File: config.mk
export PLATFORM = sky130hd
export DESIGN_NAME = fir_readout_ctrl
export DESIGN_NICKNAME = d
export VERILOG_FILES = /design/src/rtl/fir_readout_pkg.sv /design/src/rtl/fir_readout_watchdog.sv /design/src/rtl/fir_readout_ctrl.sv
export SDC_FILE = /design/constraint.sdc
export NUM_CORES = 1
export LEC_CHECK = 0
export ABC_AREA = 1
export BUFFER_PORTS_ARGS = -buffer_cell sky130_fd_sc_hd__buf_2
export CAP_MARGIN = 20
export CELL_PAD_IN_SITES_DETAIL_PLACEMENT = 1
export CELL_PAD_IN_SITES_GLOBAL_PLACEMENT = 1
export CORE_MARGIN = 1
export CORE_UTILIZATION = 40
export CTS_CLUSTER_DIAMETER = 60
export DETAILED_ROUTE_END_ITERATION = 7
export PLACE_DENSITY_LB_ADDON = 0.08
export RECOVER_POWER = 100
export REMOVE_ABC_BUFFERS = 1
export SYNTH_ARGS = -nofsm -noshare
export SYNTH_HDL_FRONTEND = slang
export SYNTH_SLANG_ARGS = --single-unit
export TNS_END_PERCENT = 1
File: constraint.sdc
create_clock -name clk -period 5.9 [get_ports clk]
set_input_delay 1.18 -clock clk [delete_from_list [all_inputs] [get_ports clk]]
set_output_delay 1.18 -clock clk [all_outputs]
set_load 0.005 [all_outputs]
File: src/rtl/fir_readout_pkg.sv
// fir_readout_pkg: shared state encoding, default parameters and watchdog sizing for the readout controllers.
package fir_readout_pkg;

    typedef enum logic [2:0] {IDLE, WAIT_DONE, ISSUE, WAIT_LAT, CAPTURE, PUSH} state_t;

    localparam int DEF_DATA_W         = 32;
    localparam int DEF_ADDR_W         = 32;
    localparam int DEF_DEPTH          = 64;
    localparam int DEF_READ_LAT       = 1;
    localparam int DEF_TIMEOUT_CYCLES = 1000;
    localparam int LAT_W              = 3;

    function automatic int wd_width(input int timeout_cycles);
        return $clog2(timeout_cycles + 1);
    endfunction

endpackage

File: src/rtl/fir_readout_watchdog.sv
// fir_readout_watchdog: cycle counter; expired marks the enabled cycle on which count reaches TIMEOUT_CYCLES,
// so a controller leaving on expired spends exactly TIMEOUT_CYCLES enabled cycles waiting.
module fir_readout_watchdog
    import fir_readout_pkg::*;
#(
    parameter int TIMEOUT_CYCLES = DEF_TIMEOUT_CYCLES
) (
    input  logic clk,
    input  logic reset,
    input  logic clear,
    input  logic enable,
    output logic expired
);

    localparam int W = wd_width(TIMEOUT_CYCLES);

    logic [W-1:0] count;

    assign expired = enable && (count == W'(TIMEOUT_CYCLES - 1));

    always_ff @(posedge clk or posedge reset)
        if (reset)
            count <= '0;
        else if (clear)
            count <= '0;
        else if (enable && count != W'(TIMEOUT_CYCLES))
            count <= count + 1'b1;

endmodule

File: src/rtl/fir_readout_ctrl.sv
// fir_readout_ctrl: waits for the filter's done flag, reads DEPTH result words through the register port
// and streams them over valid/ready while accumulating a wrapping checksum.
module fir_readout_ctrl
    import fir_readout_pkg::*;
#(
    parameter int DATA_W         = DEF_DATA_W,
    parameter int ADDR_W         = DEF_ADDR_W,
    parameter int DEPTH          = DEF_DEPTH,
    parameter int READ_LAT       = DEF_READ_LAT,
    parameter int TIMEOUT_CYCLES = DEF_TIMEOUT_CYCLES
) (
    input  logic              clk,
    input  logic              reset,
    input  logic              start,
    input  logic              done,
    output logic [ADDR_W-1:0] regAddr,
    input  logic [DATA_W-1:0] regData,
    output logic [DATA_W-1:0] out_data,
    output logic              out_valid,
    input  logic              out_ready,
    output logic              busy,
    output logic              finished,
    output logic              timeout,
    output logic [DATA_W-1:0] checksum,
    output logic [ADDR_W-1:0] word_cnt
);

    state_t            state, state_d;
    logic [ADDR_W-1:0] addr_d, cnt_d;
    logic [DATA_W-1:0] data_d, sum_d;
    logic [LAT_W-1:0]  lat, lat_d;
    logic              valid_d, busy_d, finished_d, timeout_d;
    logic              wd_clear, wd_en, wd_expired;

    assign wd_clear = (state == IDLE) && start;
    assign wd_en    = (state == WAIT_DONE) && !done;

    fir_readout_watchdog #(.TIMEOUT_CYCLES(TIMEOUT_CYCLES)) u_wd (
        .clk    (clk),
        .reset  (reset),
        .clear  (wd_clear),
        .enable (wd_en),
        .expired(wd_expired)
    );

    always_ff @(posedge clk or posedge reset)
        if (reset) begin
            state     <= IDLE;
            regAddr   <= '0;
            out_data  <= '0;
            out_valid <= 1'b0;
            busy      <= 1'b0;
            finished  <= 1'b0;
            timeout   <= 1'b0;
            checksum  <= '0;
            word_cnt  <= '0;
            lat       <= '0;
        end else begin
            state     <= state_d;
            regAddr   <= addr_d;
            out_data  <= data_d;
            out_valid <= valid_d;
            busy      <= busy_d;
            finished  <= finished_d;
            timeout   <= timeout_d;
            checksum  <= sum_d;
            word_cnt  <= cnt_d;
            lat       <= lat_d;
        end

    always_comb begin
        state_d    = state;
        addr_d     = regAddr;
        data_d     = out_data;
        valid_d    = out_valid;
        busy_d     = busy;
        finished_d = finished;
        timeout_d  = timeout;
        sum_d      = checksum;
        cnt_d      = word_cnt;
        lat_d      = lat;
        case (state)
            IDLE:
                if (start) begin
                    state_d    = WAIT_DONE;
                    finished_d = 1'b0;
                    timeout_d  = 1'b0;
                    sum_d      = '0;
                    cnt_d      = '0;
                    addr_d     = '0;
                    busy_d     = 1'b1;
                end
            WAIT_DONE:
                if (done)
                    state_d = ISSUE;
                else if (wd_expired) begin
                    state_d   = IDLE;
                    timeout_d = 1'b1;
                    busy_d    = 1'b0;
                end
            ISSUE:
                if (READ_LAT == 0)
                    state_d = CAPTURE;
                else begin
                    lat_d   = LAT_W'(READ_LAT);
                    state_d = WAIT_LAT;
                end
            WAIT_LAT: begin
                lat_d   = lat - 1'b1;
                state_d = (lat == LAT_W'(1)) ? CAPTURE : WAIT_LAT;
            end
            CAPTURE: begin
                data_d  = regData;
                valid_d = 1'b1;
                state_d = PUSH;
            end
            PUSH:
                if (out_ready) begin
                    sum_d   = checksum + out_data;
                    cnt_d   = word_cnt + 1'b1;
                    valid_d = 1'b0;
                    // last word: leave regAddr at DEPTH-1 rather than wrapping
                    if (word_cnt == ADDR_W'(DEPTH - 1)) begin
                        state_d    = IDLE;
                        finished_d = 1'b1;
                        busy_d     = 1'b0;
                    end else begin
                        addr_d  = regAddr + 1'b1;
                        state_d = ISSUE;
                    end
                end
            default:
                state_d = IDLE;
        endcase
    end

endmodule

==> impl_metrics.tcl, run 1 <==
set metrics [dict create \
    cellPowerDensity_nw_per_um2 442 \
    status "complete, but fails checks" \
    grt_pass1_wl_um 55600 \
    ys_seq_elements 148 \
    grt_max_degree 109 \
    failed_checks "DRC, capacitance limit, slew limit" \
    postCtsHoldBufs 0 \
    clkTransAtPathRegs_ns 0.06 \
    grt-ovfl-total 0 \
    skew_ns 0.0124 \
    track_usage 0.265 \
    pwr-share-seq 0.301 \
    avgSynthCellArea_um2 6.36 \
    hp-class "flop to flop" \
    path_class "primary input to flop" \
    synthArstFlopShare 1.00 \
    wirelength_um 33800 \
    dp.cells 2080 \
    worst_setup_path_end_kind "flop" \
    die_x_um 162 \
    postCtsSetupBuffers 0 \
    hold_viol_final 0 \
    initial_utilization 0.407 \
    p_int_mw 2.73 \
    area_growth_pct 15.9 \
    firstDrtPassIters 6 \
    final_cells 2113 \
    startpoint_type "primary input" \
    cts_made_buffers 17 \
    p_clk_frac 0.212 \
    cts.sinks 148 \
    setup_viol 0 \
    switchingPower_mw 2.51 \
    layout_min_cycle_time_ns 4.04 \
    die_y_um 162 \
    io_pins 169 \
    slew_viol_final 164 \
    synth_seq_area_share 0.362 \
    vias 10800 \
    cts_tree "done" \
    tightest_slew_ns 2.42 \
    antenna_found_initial 0 \
    io_buffers 168 \
    core_um2 25100 \
    hpwl_um 25600 \
    cp_max_fo 37 \
    clk_path_buf_depth 2 \
    finalCritPeriodShare 0.685 \
    maxCapViolCount 3 \
    cts_max_level 4 \
    yosys_warnings 0 \
    netlist_instances 1608 \
    rsz0062_at_grt "false" \
    fin_hold_ws_ns 0.485 \
    grt_pass1_vias 11100 \
    cts-resized-gates 0 \
    synth_cell_type_count 42 \
    worstPathArrival_ns 4.32 \
    required_ns 6.18 \
    fp.dieArea_um2 26200 \
    ant_nets 0 \
    cts-root-buf "clkbuf_16" \
    first_iter_violations 460 \
    ys.flop_type "dfrtp_1" \
    gp_congestion 0.888 \
    fmax_mhz 247 \
    diodes 0 \
    drc 1 \
    fin_util 0.472 \
    ir_worst_vdd_mv 0.183 \
    drive_gt1_frac 0.0886 \
    syn-cell-area_um2 10200 \
    synth_edf_count 0 \
    power_frac_comb 0.487 \
    switching_share 0.479 \
    num_rows 58 \
    setup-tns-final_ns 0 \
    power_mw 5.24 \
    nets 1845 \
    slew_headroom -0.616 \
    clk_latency_ns 0.44 \
    p_leak_nw 6.39 \
    routed_via_density 5.13 \
    routedWlPerCell_um 16.0 \
]
[sequential cells by signal (all words and copies together), names as in the netlist, 3 cells and up]
signal and flops:
regAddr 32, lat 3, out_data 32, u_wd.count 10, state 3, checksum 32
word_cnt 32
[layout make-up]
type                       count  area, um2
clock buffer                  20        467
clock inverter                12        119
fill                        3510      13300
inverter                     224        842
sequential                   148       3700
tap                          330        413
timing repair buffer         174        793
multi-input combinational   1205       5510
[metal layers]
layer,part of all wire,global-route usage
met1,0.47,0.343
met2,0.49,0.461
met3,0.032,0.0352
met4,0.016,0.0746
met5,0,0
[worst max-delay path, stage by stage]
cell and delay, ns:
buf_2 0.11, nand2_1 0.06, clkbuf_1 0.79, nand2_1 1.05, inv_2 0.93, o21ai_0 0.20
[logic make-up (layout without fill, tap and decap cells)]
logic type | count (synthesis) | count (layout) | share of synthesized area
AO/OA/AOI/OAI | 108 | 108 | 0.0575
XOR/XNOR | 16 | 16 | 0.0137
adder cells (fa/ha/maj) | 38 | 38 | 0.0472
buffers and inverters | 255 | 430 | 0.0969
flip-flops | 148 | 148 | 0.362
AND/OR/NAND/NOR | 1043 | 1043 | 0.422
[cells in the mapped netlist, types with 2 or more instances]
cell,number,share of area
nand2_1,655,0.24
xnor2_1,5,0.0043
nor2_1,159,0.058
buf_4,4,0.0029
nor3_2,2,0.0020
o21ai_1,8,0.0039
ha_1,37,0.045
nand2_2,4,0.0024
or2_2,5,0.0031
clkinv_1,3,0.0011
dfrtp_1,148,0.36
and3_1,2,0.0012
inv_2,5,0.0018
nand3_1,130,0.064
a21boi_0,2,0.0015
inv_1,216,0.079
a21oi_1,41,0.020
buf_1,2,0.00073
xor2_1,11,0.0094
o22ai_1,3,0.0018
buf_2,15,0.0073
nor4_1,2,0.0012
nand4_1,27,0.017
clkbuf_1,10,0.0037
o21ai_0,39,0.019
nor2_2,3,0.0018
nor3_1,41,0.020
nor3b_1,5,0.0037
a31oi_1,5,0.0031
nand3b_1,4,0.0029
o21bai_1,4,0.0029
[placed cells by master, fill, tap and decap left out, types with 5 or more instances in the layout]
master,instances
o21ai_0,46
nand4_1,27
nand3_1,130
dfrtp_1,148
a31oi_1,5
nor3_1,41
clkbuf_1,62
nor2_1,162
inv_1,216
a21oi_1,41
ha_1,37
xnor2_1,5
or2_2,5
buf_2,108
clkbuf_16,17
nand2_1,658
xor2_1,11
nor3b_1,5
[worst paths after layout]
check / slack, ns / endpoint / startpoint / depth (start not counted)
min reg2reg: 0.48 / finished / finished / 2
max: 1.86 / word_cnt[19] / start / 6
min in group asynchronous: 0.81 / regAddr[22] / reset / 2
min: 0.48 / finished / finished / 2
max reg2reg: 1.88 / out_data[13] / state[0] / 7
max in group asynchronous: 2.16 / out_data[7] / reset / 4
[power groups by stage]
stage	clock, mW	combinational, mW	sequential [mW]
finish	1.11	2.55	1.58
global route	1.17	2.91	1.62
CTS	1.13	2.62	1.58
detailed placement	0	2.60	1.59
global placement	0	2.51	1.58
floorplan	0	1.69	1.54
[metrics by stage]
step / worst slack (ns) / cell area (um2)
floorplan: 0.740 / 10100
global placement: 2.71 / 11400
detailed placement: 2.67 / 11400
CTS: 3.09 / 12000
global route: 1.48 / 11800
finish: 1.86 / 11800
Note: power is estimated with default switching activity, not from simulation.
==> run 2, diff against run 1 <==
==> constraint.sdc (replaced) <==
create_clock -name clk -period 4.1 [get_ports clk]
set_input_delay 0.82 -clock clk [delete_from_list [all_inputs] [get_ports clk]]
set_output_delay 0.82 -clock clk [all_outputs]
set_load 0.005 [all_outputs]
==> run 2 against run 1 <==
  * The flow finishes with violations (capacitance limit, slew limit)
  * Die area did not move
  * First-iteration DRC count rose by 29%
  * Clock skew increased by 0.0014 ns
  * Total power is 46% higher
  * Sequential share of layout area decreased by 0.21 points
  * Critical endpoint is now checksum[2]
  * Largest cell class unchanged
  * Largest power group unchanged
==> impl_metrics.tcl, run 2 (synthesis results as in run 1) <==
set metrics [dict create \
    wirelength_um 33700 \
    grt_pass1_wl_um 56400 \
    die_y_um 162 \
    worst_setup_path_end_kind "flop" \
    routedWlPerCell_um 15.9 \
    fin_ws_ns 0.956 \
    required_ns 4.41 \
    regArea_um2 3700 \
    hp-class "flop to flop" \
    startpoint_type "flop" \
    reg2reg_slack_ns 0.96 \
    hold_viol_final 0 \
    setup-tns-final_ns 0 \
    fill_cells 3494 \
    first_iter_violations 592 \
    slew_headroom -0.337 \
    diodes 0 \
    fp.dieArea_um2 26200 \
    tightest_slew_ns 2.01 \
    r2r_start "state[1]" \
    drc 0 \
    firstDrtPassIters 5 \
    p_leak_nw 6.41 \
    finalCritPeriodShare 0.767 \
    setup_viol 0 \
    io_pins 169 \
    hold_start "timeout" \
    drive_gt1_frac 0.0880 \
    cts_tree "done" \
    cts-resized-gates 0 \
    final_cell_mix "657 x nand2_1, 217 x inv_1, 161 x nor2_1" \
    rsz0062_at_grt "false" \
    postCtsHoldBufs 0 \
    cts-root-buf "clkbuf_16" \
    fmax_mhz 318 \
    slew_viol_final 90 \
    num_rows 58 \
    nets 1847 \
    r2r_end "checksum[2]" \
    antenna_found_initial 0 \
    postCtsSetupBuffers 0 \
    grt_pass1_vias 11100 \
    hold_path_end "timeout" \
    layout_min_cycle_time_ns 3.14 \
    met3_usage 0.0403 \
    grt-busiest-layer "met2" \
    use_met2 0.471 \
    cts.sinks 148 \
    path_class "flop to flop" \
    failed_checks "capacitance limit, slew limit" \
    track_usage 0.269 \
    final_cells 2115 \
    cts_max_level 4 \
    worstHoldPathCells 2 \
    dp.cells 2083 \
    cellPowerDensity_nw_per_um2 643 \
    io_buffers 168 \
    status "complete, but fails checks" \
    clk_path_buf_depth 2 \
    gr-usage-met1 0.344 \
    vias 10700 \
    gp_congestion 0.889 \
    ir_worst_vdd_mv 0.264 \
    hpwl_um 25700 \
    ant_nets 0 \
    post-place-ws_ns 1.39 \
    die_x_um 162 \
    grt-ovfl-total 0 \
    cts_made_buffers 17 \
    core_um2 25100 \
    clkTransAtPathRegs_ns 0.07 \
    final_common_cell "nand2_1" \
    routed_via_density 5.08 \
    cp_max_fo 37 \
    grt_max_degree 90 \
    maxCapViolCount 1 \
    multi_input_area_um2 5520 \
    initial_utilization 0.407 \
    fin_hold_ws_ns 0.485 \
    area_growth_pct 16.6 \
    worst-r2r-cell-count 7 \
    skew_ns 0.0139 \
    clk_latency_ns 0.43 \
    worstPathArrival_ns 3.46 \
]
## run 2: layout make-up
type	count	share of cell area
Inverter	224	0.0708
Clock inverter	13	0.0166
Multi-Input combinational cell	1205	0.463
Clock buffer	19	0.0371
Tap cell	330	0.0346
Sequential cell	148	0.311
Timing Repair Buffer	176	0.0675
## run 2: metal layers
layer  wire [um]  share of wire
met1       15600           0.46
met2       16400           0.49
met3        1140          0.034
met4         501          0.015
met5           0              0
## run 2: worst max-delay path by stage
stage | from | endpoint | slack [ns] | depth (start not counted)
floorplan | reset | busy | -0.70 | 1
global placement | word_cnt[0] | regAddr[23] | 1.52 | 11
detailed placement | word_cnt[0] | regAddr[28] | 1.39 | 11
CTS | word_cnt[0] | regAddr[28] | 1.34 | 11
global route | reset | checksum[15] | 0.71 | 3
finish | state[1] | checksum[2] | 0.96 | 7
## run 2: critical path, stage by stage (launching register included)
cell	delay [ns]
dfrtp_1	0.38
inv_1	0.09
nand2_1	0.15
nor2_8	0.31
nand2_1	0.49
nand2_4	0.50
inv_1	0.66
a32o_1	0.46
## run 2: where the power goes
group          internal (mW)  switching [mW]
sequential              1.86           0.397
combinational           1.17            2.48
clock                   1.05           0.703
## run 2: through the flow
| step | instance area, um2 | util | power (mW) |
|---|---|---|---|
| floorplan | 10100 | - | 4.64 |
| global placement | 11400 | 0.454 | 5.88 |
| detailed placement | 11400 | 0.454 | 6.01 |
| CTS | 12000 | 0.479 | 7.80 |
| global route | 11900 | 0.475 | 8.36 |
| finish | 11900 | 0.475 | 7.66 |
==> run 3, diff against run 2 <==
--- a/config.mk
+++ b/config.mk
@@ -11,7 +11,7 @@
 export CELL_PAD_IN_SITES_DETAIL_PLACEMENT = 1
 export CELL_PAD_IN_SITES_GLOBAL_PLACEMENT = 1
 export CORE_MARGIN = 1
-export CORE_UTILIZATION = 40
+export CORE_UTILIZATION = 36
 export CTS_CLUSTER_DIAMETER = 60
 export DETAILED_ROUTE_END_ITERATION = 7
 export PLACE_DENSITY_LB_ADDON = 0.08
==> constraint.sdc (replaced) <==
create_clock -name clk -period 2.6 [get_ports clk]
set_input_delay 0.52 -clock clk [delete_from_list [all_inputs] [get_ports clk]]
set_output_delay 0.52 -clock clk [all_outputs]
set_load 0.005 [all_outputs]
==> run 3 against run 2 <==
  * The flow now finishes without violations
  * Clock power increased by 38%
  * Sequential power increased by 58%
  * Clock skew decreased by 0.0011 ns
  * Wire length grew 3.3%
  * Non-clock buffer count rose by 8
  * Global-route usage fell by 1.9 points
  * Die area rose by 11%
  * Utilization is 4.7 points lower
  * Design area is essentially flat
==> impl_metrics.tcl, run 3 (synthesis results as in run 1) <==
set metrics [dict create \
    status "completed" \
    cp_cell_sequence "inv_1 > nand2_1 > nor2_8 > nand2_1 > buf_4 > clkinv_1 > clkbuf_2 > o21ai_0 > o21ai_0" \
    cellPowerDensity_nw_per_um2 990 \
    grt-ovfl-total 0 \
    finalInstanceArea_um2 11900 \
    wirelength_um 34800 \
    rsz0062_at_grt "false" \
    die_y_um 171 \
    required_ns 2.96 \
    drive_gt1_frac 0.0926 \
    post_dp_cell_area_um2 11500 \
    firstDrtPassIters 5 \
    routed_via_density 4.96 \
    core_um2 27900 \
    fill_cells 3769 \
    crit_family "buffers and inverters" \
    fp.dieArea_um2 29100 \
    slew_headroom 0.0285 \
    worst_setup_path_end_kind "flop" \
    path_class "flop to flop" \
    grt_pass1_wl_um 57200 \
    hold_viol_final 0 \
    skew_ns 0.0128 \
    worstPathArrival_ns 2.64 \
    cp_max_fo 27 \
    final_cell_mix "658 x nand2_1, 216 x inv_1, 160 x nor2_1" \
    crit_path_top_delay_cell "clkbuf_2" \
    fin_util 0.428 \
    p_leak_nw 6.40 \
    track_usage 0.250 \
    cts_max_level 4 \
    die_x_um 171 \
    maxCapViolCount 0 \
    critPathBufInv 4 \
    io_buffers 168 \
    setup_viol 0 \
    ant_nets 0 \
    clkTransAtPathRegs_ns 0.07 \
    gp_congestion 0.878 \
    grt_pass1_vias 11000 \
    startpoint_type "flop" \
    layout_min_cycle_time_ns 2.28 \
    postCtsHoldBufs 0 \
    cts_tree "done" \
    cts-root-buf "clkbuf_16" \
    hp-class "primary input to flop" \
    fmax_mhz 438 \
    clk_latency_ns 0.44 \
    routedWlPerCell_um 16.0 \
    ir_worst_vdd_mv 0.532 \
    hpwl_um 26400 \
    slowest_delay_ns 0.59 \
    postCtsSetupBuffers 0 \
    nets 1855 \
    cts.sinks 148 \
    cts-resized-gates 0 \
    slew_viol_final 0 \
    initial_utilization 0.367 \
    grt_max_degree 64 \
    clk_path_buf_depth 2 \
    drc 0 \
    io_pins 169 \
    first_iter_violations 499 \
    vias 10800 \
    final_common_cell "nand2_1" \
    num_rows 61 \
    cts_made_buffers 17 \
    antenna_found_initial 1 \
    finalCritPeriodShare 0.879 \
    tightest_slew_ns 1.45 \
    area_growth_pct 16.7 \
]
==> run 3: cell types whose count changed in the layout (fill, tap and decap cells not counted), moves of 2 or more <==
cell       previous run  this run
clkbuf_2              1         6
bufinv_16             4         0
buf_1                 4         1
buf_2               105       107
buf_4                 3         5
clkinv_2              0         2
clkinv_4              2         4
==> run 3: final timing paths <==
| kind | start | to | slack, ns | cells past startpoint |
|---|---|---|---|---|
| min in group asynchronous | reset | out_data[26] | 0.46 | 2 |
| setup reg to reg | state[1] | checksum[5] | 0.32 | 9 |
| max in group asynchronous | reset | word_cnt[23] | 0.57 | 3 |
| hold reg to reg | timeout | timeout | 0.50 | 2 |
| setup / recovery | state[1] | checksum[5] | 0.32 | 9 |
| hold / removal | regData[3] | out_data[3] | 0.27 | 3 |
==> run 3: through the flow <==
| stage | worst slack [ns] | cells | hold WS (ns) | TNS, ns | total power, mW |
|---|---|---|---|---|---|
| 2_1_floorplan | -1.90 | 1577 | 0.465 | -281.15 | 7.31 |
| 3_3_place_gp | 0.527 | 2139 | 0.457 | 0 | 9.41 |
| 3_5_place_dp | 0.431 | 2139 | 0.486 | 0 | 9.59 |
| 4_1_cts | 0.418 | 2171 | 0.190 | 0 | 12.1 |
| 5_1_grt | 0.0763 | 2172 | 0.264 | 0 | 12.9 |
| 6_report | 0.316 | 2172 | 0.267 | 0 | 11.8 |
==> run 3: cell type report <==
class,count,area [um2],area share
inverters,224,845,0.0708
flip-flops and latches,148,3700,0.310
multi-input cells,1205,5510,0.462
diodes,1,2.50,0.000210
clock inverters,15,126,0.0106
clock buffers,17,425,0.0356
well taps,378,473,0.0396
repair buffers,184,851,0.0713
==> run 3: power breakdown <==
group          switching [mW]  internal [mW]
Combinational            3.95           1.89
Clock                    1.17           1.24
Sequential              0.636           2.94
Total                    5.75           6.07
==> run 3: routing by layer <==
layer,part of all wire,vias up,global-route usage
met4,0.012,0,0.0607
li1,-,5377,-
met2,0.47,189,0.426
met3,0.032,30,0.0312
met1,0.48,5167,0.336
met5,0,-,0
==> run 3: tightest hold or removal path, delay by kind of cell <==
kind	cells	cell delay, ns
buf+inv	1	0.08
simple gates	2	0.08
